`src/rtl/img1bit_morph3x3.sv`:
```
// Run-time configurable 3x3 binary morphology (pass / erode / dilate / majority) for a 1-bit mask stream.
// Three-clock pipeline with a matched sync delay, frame-synchronous mode latch and line-overflow flag.
module img1bit_morph3x3 #(
  parameter int   IMG_WIDTH  = 640,
  parameter int   IMG_HEIGHT = 480,
  parameter int   COL_W      = 10,
  parameter int   ROW_W      = 9,
  parameter int   MAJ_THR    = 5,
  parameter logic BORDER_VAL = 1'b0
) (
  input  logic        sys_clk,
  input  logic        sys_rst,
  input  logic [1:0]  mode,
  input  logic        pre_vsync,
  input  logic        pre_href,
  input  logic        pre_wr_en,
  input  logic        img_1bit_in,
  output logic        post_vsync,
  output logic        post_href,
  output logic        post_wr_en,
  output logic        img_1bit_out,
  output logic [15:0] post_rgb565,
  output logic        frame_done,
  output logic        line_ovf
);

  localparam int AW = (IMG_WIDTH > 1) ? $clog2(IMG_WIDTH) : 1;
  localparam logic [COL_W-1:0] COL_END  = COL_W'(IMG_WIDTH);
  localparam logic [COL_W-1:0] COL_LAST = COL_W'(IMG_WIDTH - 1);
  localparam logic [ROW_W-1:0] ROW_LAST = ROW_W'(IMG_HEIGHT - 1);
  localparam logic [ROW_W-1:0] ROW_MAX  = '1;

  typedef enum logic [1:0] {
    MODE_PASS   = 2'b00,
    MODE_ERODE  = 2'b01,
    MODE_DILATE = 2'b10,
    MODE_MAJ    = 2'b11
  } mode_e;

  // Frame / line state
  logic             vsync_prev_q, href_prev_q;
  logic             armed_q, armed_d;
  mode_e            mode_q, mode_d;
  logic [COL_W-1:0] col_q, col_d;
  logic [ROW_W-1:0] row_q, row_d;
  logic             line_ovf_q, line_ovf_d;

  // Pipeline
  logic [2:0]       vs_pipe_q, hr_pipe_q;
  logic             v1_q, b1_q, last1_q;
  mode_e            m1_q;
  logic             v2_q, res2_q, last2_q;
  logic             wr_en_q, out_q, frame_done_q;

  // Line buffers and window
  logic             lb0_q [IMG_WIDTH];
  logic             lb1_q [IMG_WIDTH];
  logic [2:0]       w2_q, w1_q, w0_q;

  logic             vs_rise, href_fall, pix_ok, in_range, wr;
  logic [COL_W-1:0] col_eff;
  logic [ROW_W-1:0] row_eff;
  mode_e            mode_eff;
  logic [AW-1:0]    lb_addr;
  logic [1:0]       s2, s1, s0;
  logic [3:0]       pop;
  logic             op;

  // A pixel arriving with the vsync rise belongs to the new frame at (0,0).
  assign vs_rise   = pre_vsync & ~vsync_prev_q;
  assign href_fall = ~pre_href & href_prev_q;
  assign col_eff   = vs_rise ? '0 : col_q;
  assign row_eff   = vs_rise ? '0 : row_q;
  assign mode_eff  = vs_rise ? mode_e'(mode) : mode_q;
  assign pix_ok    = pre_wr_en & (armed_q | vs_rise);
  assign in_range  = (col_eff != COL_END);
  assign wr        = pix_ok & in_range;
  assign lb_addr   = col_eff[AW-1:0];

  always_comb begin
    // NOTE: every always_comb target gets a default first, so no path can infer a latch.
    col_d      = col_q;
    row_d      = row_q;
    mode_d     = mode_q;
    line_ovf_d = line_ovf_q;
    armed_d    = armed_q;
    if (vs_rise) begin
      col_d      = COL_W'(wr);
      row_d      = '0;
      mode_d     = mode_e'(mode);
      line_ovf_d = 1'b0;
      armed_d    = 1'b1;
    end else begin
      if (href_fall) begin
        col_d = '0;
        row_d = (row_q == ROW_MAX) ? row_q : row_q + 1'b1;
      end else if (wr) begin
        col_d = col_q + 1'b1;
      end
      if (pix_ok && !in_range) line_ovf_d = 1'b1;
    end
  end

  always_comb begin
    s2  = {1'b0, w2_q[0]} + {1'b0, w2_q[1]} + {1'b0, w2_q[2]};
    s1  = {1'b0, w1_q[0]} + {1'b0, w1_q[1]} + {1'b0, w1_q[2]};
    s0  = {1'b0, w0_q[0]} + {1'b0, w0_q[1]} + {1'b0, w0_q[2]};
    pop = {2'b00, s2} + {2'b00, s1} + {2'b00, s0};
    op  = 1'b0;
    unique case (m1_q)
      MODE_PASS:   op = w1_q[1];
      MODE_ERODE:  op = &{w2_q, w1_q, w0_q};
      MODE_DILATE: op = |{w2_q, w1_q, w0_q};
      MODE_MAJ:    op = (pop >= 4'(MAJ_THR));
    endcase
  end

  always_ff @(posedge sys_clk) begin
    if (sys_rst) begin
      vsync_prev_q <= 1'b0;
      href_prev_q  <= 1'b0;
      armed_q      <= 1'b0;
      mode_q       <= MODE_PASS;
      col_q        <= '0;
      row_q        <= '0;
      line_ovf_q   <= 1'b0;
      vs_pipe_q    <= '0;
      hr_pipe_q    <= '0;
      v1_q         <= 1'b0;
      b1_q         <= 1'b0;
      last1_q      <= 1'b0;
      m1_q         <= MODE_PASS;
      v2_q         <= 1'b0;
      res2_q       <= 1'b0;
      last2_q      <= 1'b0;
      wr_en_q      <= 1'b0;
      out_q        <= 1'b0;
      frame_done_q <= 1'b0;
    end else begin
      vsync_prev_q <= pre_vsync;
      href_prev_q  <= pre_href;
      armed_q      <= armed_d;
      mode_q       <= mode_d;
      col_q        <= col_d;
      row_q        <= row_d;
      line_ovf_q   <= line_ovf_d;
      vs_pipe_q    <= {vs_pipe_q[1:0], pre_vsync};
      hr_pipe_q    <= {hr_pipe_q[1:0], pre_href};
      // Stage 1: window shift (below) plus per-pixel position flags
      v1_q         <= pix_ok;
      b1_q         <= !in_range || (row_eff < ROW_W'(2)) || (col_eff < COL_W'(2));
      last1_q      <= in_range && (row_eff == ROW_LAST) && (col_eff == COL_LAST);
      m1_q         <= mode_eff;
      // Stage 2: operator and border select
      v2_q         <= v1_q;
      last2_q      <= v1_q & last1_q;
      if (v1_q) res2_q <= b1_q ? BORDER_VAL : op;
      // Stage 3: output register, held between pixels
      wr_en_q      <= v2_q;
      frame_done_q <= v2_q & last2_q;
      if (v2_q) out_q <= res2_q;
    end
  end

  // NOTE: line buffers and window carry no reset; the border rule masks stale contents.
  always_ff @(posedge sys_clk) begin
    if (wr) begin
      lb0_q[lb_addr] <= img_1bit_in;
      lb1_q[lb_addr] <= lb0_q[lb_addr];
      w2_q           <= {w2_q[1:0], lb1_q[lb_addr]};
      w1_q           <= {w1_q[1:0], lb0_q[lb_addr]};
      w0_q           <= {w0_q[1:0], img_1bit_in};
    end
  end

  assign post_vsync   = vs_pipe_q[2];
  assign post_href    = hr_pipe_q[2];
  assign post_wr_en   = wr_en_q;
  assign img_1bit_out = out_q;
  assign post_rgb565  = {16{out_q}};
  assign frame_done   = frame_done_q;
  assign line_ovf     = line_ovf_q;

endmodule
```
`config.mk`:
```
export PLATFORM = sky130hd
export DESIGN_NAME = img1bit_morph3x3
export DESIGN_NICKNAME = d
export VERILOG_FILES = /design/src/rtl/img1bit_morph3x3.sv
export SDC_FILE = /design/constraint.sdc
export NUM_CORES = 2
export LEC_CHECK = 0
export ABC_CLOCK_PERIOD_IN_PS = 122200
export CAP_MARGIN = 0
export CORE_ASPECT_RATIO = 0.5
export CORE_MARGIN = 2
export CORE_UTILIZATION = 60
export DETAILED_ROUTE_END_ITERATION = 7
export HOLD_SLACK_MARGIN = 0.06
export PLACE_DENSITY_LB_ADDON = 0.2
export SKIP_LAST_GASP = 1
export SYNTH_ARGS = -nofsm -noshare
export SYNTH_HDL_FRONTEND = slang
export SYNTH_SLANG_ARGS = --single-unit
```
`constraint.sdc`:
```
create_clock -name sys_clk -period 122.2 [get_ports sys_clk]
set_clock_uncertainty 0.2 [all_clocks]
set_input_delay 24.44 -clock sys_clk [delete_from_list [all_inputs] [get_ports sys_clk]]
set_output_delay 24.44 -clock sys_clk [all_outputs]
set_load 0.01 [all_outputs]
```
==> impl_metrics.py <==
metrics = {
    "status": {
        "status": "finished clean",
    },
    "timing": {
        "final.setup.worst_slack_ns": 89.89,
        "hold_viol": 0,
        "setup-tns-final_ns": 0,
        "max_slew_margin_pct": 3.42,
        "drv_slew": 0,
        "fin_crit_ns": 32.31,
        "max_freq_mhz": 30.9,
        "tightest_slew_ns": 1.41,
        "rsz0062_at_grt": "false",
        "final.period_utilization_pct": 26.4,
        "setup_viol": 0,
    },
    "global_routing": {
        "use_met1_pct": 48.4,
        "first_global_vias": 35200,
        "grt.busiest_layer": "met2",
        "antenna_found_initial": 3,
        "grt_overflow": 0,
        "grt_util_met3_pct": 10.4,
        "use_met2_pct": 50.6,
        "grtUsageTotal_pct": 34.2,
        "grt_pass1_wl_um": 234000,
        "grt_max_degree": 153,
    },
    "critical_path": {
        "crit_fanout": 122,
        "worstPathCellList": "clkdlybuf4s50_1 > nand2b_4 > buf_12 > and2_4 > buf_12 > a221oi_1 > a211oi_1 > nor4_1 > a2111oi_0 > a211oi_1 > a211oi_4 > buf_4 > buf_4 > buf_4",
        "crit_path_end": "lb1_q[558]$_DFFE_PP_",
        "crit_start": "pre_vsync",
        "reg2reg_slack_ns": 113.36,
        "slowest_stage": "a2111oi_0",
        "r2r_end": "lb1_q[558]$_DFFE_PP_",
        "reg2reg_depth": 13,
        "cp-end-kind": "flip-flop",
        "timing.critical_path.required_ns": 122.37,
        "critPathBufInv": 6,
        "path_class": "primary input to flip-flop",
        "crit_top_cell": "buf_4",
        "cp_top_family": "buffers and inverters",
        "critical_path_depth": 14,
        "cp-start-kind": "primary input",
        "arrival_ns": 32.48,
        "r2r_start": "col_q[0]$_SDFFE_PP0P_",
        "cp_slowest_stage_delay_ns": 1.10,
    },
    "logic_synthesis": {
        "yosys_register_bits": 1327,
        "ys_warn_count": 0,
        "syn_nets": 4035,
        "seq_area_frac_synth_pct": 72.1,
        "synth_cells": 4015,
        "synth_edf_count": 1289,
        "async_reset_ff_share_pct": 0,
        "netlist_area_sq_um": 54800,
        "synthFlopType": "edfxtp_1",
        "synth.distinct_cells": 78,
        "syn-mean-instance-area_sq_um": 13.6,
    },
    "detailed_routing": {
        "via_count": 36800,
        "drtAntennaViolNets": 0,
        "via_per_inst": 7.09,
        "wirelength_um": 162000,
        "routedWlPerCell_um": 31.1,
        "first_iter_violations": 6762,
        "drt_pass1_iterations": 7,
        "drc": 0,
    },
    "cells_and_area": {
        "drive_gt1_share_pct": 9.44,
        "final_nets": 3908,
        "final_common_cell": "edfxtp_1",
        "final_cell_mix": "edfxtp_1 (1289), nor2_1 (769), a21oi_1 (253)",
        "utilization_pct": 65.6,
        "syn_to_final_growth_pct": 8.42,
    },
    "clock_tree": {
        "cts_setup_buffers": 0,
        "clockBufferDepth": 3,
        "path_clk_slew_ns": 0.07,
        "htreeDepth": 3,
        "root_buffer": "clkbuf_16",
        "cts_tree": "done",
        "numCtsBuffers": 112,
        "clk_latency_ns": 0.73,
        "ctsResizeCount": 0,
        "cts_hold_buf": 0,
        "cts_num_sinks": 1327,
    },
    "placed_design": {
        "io_buffers": 29,
        "dp_worst_setup_slack_ns": 89.66,
        "hpwl_um": 92100,
        "gp_congestion": 0.929,
    },
    "power_and_ir_drop": {
        "swShare_pct": 21.8,
        "internal-power_mw": 0.712,
        "vdd_ir_drop_max_mv": 0.0127,
        "clockPowerShare_pct": 39.9,
        "power_per_cell_area_nw_per_um2": 15.3,
        "power_frac_comb_pct": 4.6,
        "power_leakage_nw": 17.9,
        "switching_power_mw": 0.199,
        "pwr-share-seq_pct": 55.5,
    },
    "job": {
        "drv_cap": 0,
    },
    "floorplan": {
        "die_area_sq_um": 93900,
        "coreArea_sq_um": 90600,
        "die_w_um": 431,
        "start_util_pct": 60.5,
        "io_pins": 30,
        "die_y_um": 218,
        "num_rows": 78,
    },
    "hold_path": {
        "hold_class": "flip-flop to flip-flop",
    },
}
## worst min path at each step
stage	startpoint	end	slack (ns)	cells past startpoint
floorplan	last2_q$_SDFF_PP0_	frame_done$_SDFF_PP0_	0.21	1
global placement	last2_q$_SDFF_PP0_	frame_done$_SDFF_PP0_	0.21	1
detailed placement	last1_q$_SDFF_PP0_	last2_q$_SDFF_PP0_	0.22	1
CTS	last1_q$_SDFF_PP0_	last2_q$_SDFF_PP0_	0.23	1
global route	last1_q$_SDFF_PP0_	last2_q$_SDFF_PP0_	0.24	1
finish	last1_q$_SDFF_PP0_	last2_q$_SDFF_PP0_	0.23	1
## kinds of logic after synthesis
logic type,count (synthesis),share of synthesized area [%]
fa+ha+maj,12,0.343
simple gates,1236,9.55
xor+xnor,14,0.224
buf+inv,409,3.61
flops,1327,72.1
compound gates,903,11.8
mux,114,2.41
## flip-flops by register name (all words and copies together), names as in the netlist, 2 cells and up
name and flops:
w2_q 3, m1_q 2, col_q 10, lb1_q 640, vs_pipe_q 3, hr_pipe_q 3
w0_q 3, w1_q 3, row_q 9, lb0_q 640
## per-stage QoR
stage	instance area (sq um)	total power [mW]	instances	hold slack, ns
2_1_floorplan	54800	0.550	4015	0.206
3_3_place_gp	55700	0.555	4974	0.210
3_5_place_dp	55700	0.556	4974	0.222
4_1_cts	59400	0.910	5185	0.234
5_1_grt	59400	0.931	5185	0.244
6_report	59400	0.911	5187	0.231
## power by group through the flow
stage                     clock [mW]  combinational [mW]  sequential (mW)
after floorplan                    0              0.0232            0.527
after global placement             0              0.0400            0.515
after detailed placement           0              0.0406            0.515
after CTS                      0.364              0.0408            0.505
after global routing           0.382              0.0439            0.505
final                          0.363              0.0419            0.506
## layout make-up
| type | instances | area [sq um] |
|---|---|---|
| Antenna cell | 2 | 5.00 |
| Clock buffer | 134 | 2960 |
| Clock inverter | 77 | 686 |
| Fill cell | 6451 | 31200 |
| Inverter | 18 | 70.1 |
| Multi-Input combinational cell | 2279 | 13400 |
| Sequential cell | 1327 | 39500 |
| Tap cell | 1200 | 1500 |
| Timing Repair Buffer | 150 | 1270 |
## metal layers
| metal | wire, um | up-vias |
|---|---|---|
| met3 | 25300 | 454 |
| li1 | - | 15200 |
| met1 | 59400 | 18200 |
| met2 | 70300 | 2965 |
| met5 | 13 | - |
| met4 | 6620 | 2 |
## Yosys cell counts, drive strengths merged, types with 43 or more instances
master / count / area share, %
clkbuf: 166 / 1.1
a221o: 57 / 1.0
nand2: 195 / 1.3
mux2: 54 / 1.1
a222oi: 43 / 0.79
a21oi: 254 / 2.3
a221oi: 179 / 2.9
a22oi: 70 / 0.96
o21ai: 96 / 0.88
buf: 225 / 2.4
mux2i: 51 / 0.93
edfxtp: 1289 / 71
nor3: 43 / 0.40
nand3: 59 / 0.54
nor2: 773 / 5.3
Note: power is estimated with default switching activity, not from simulation.
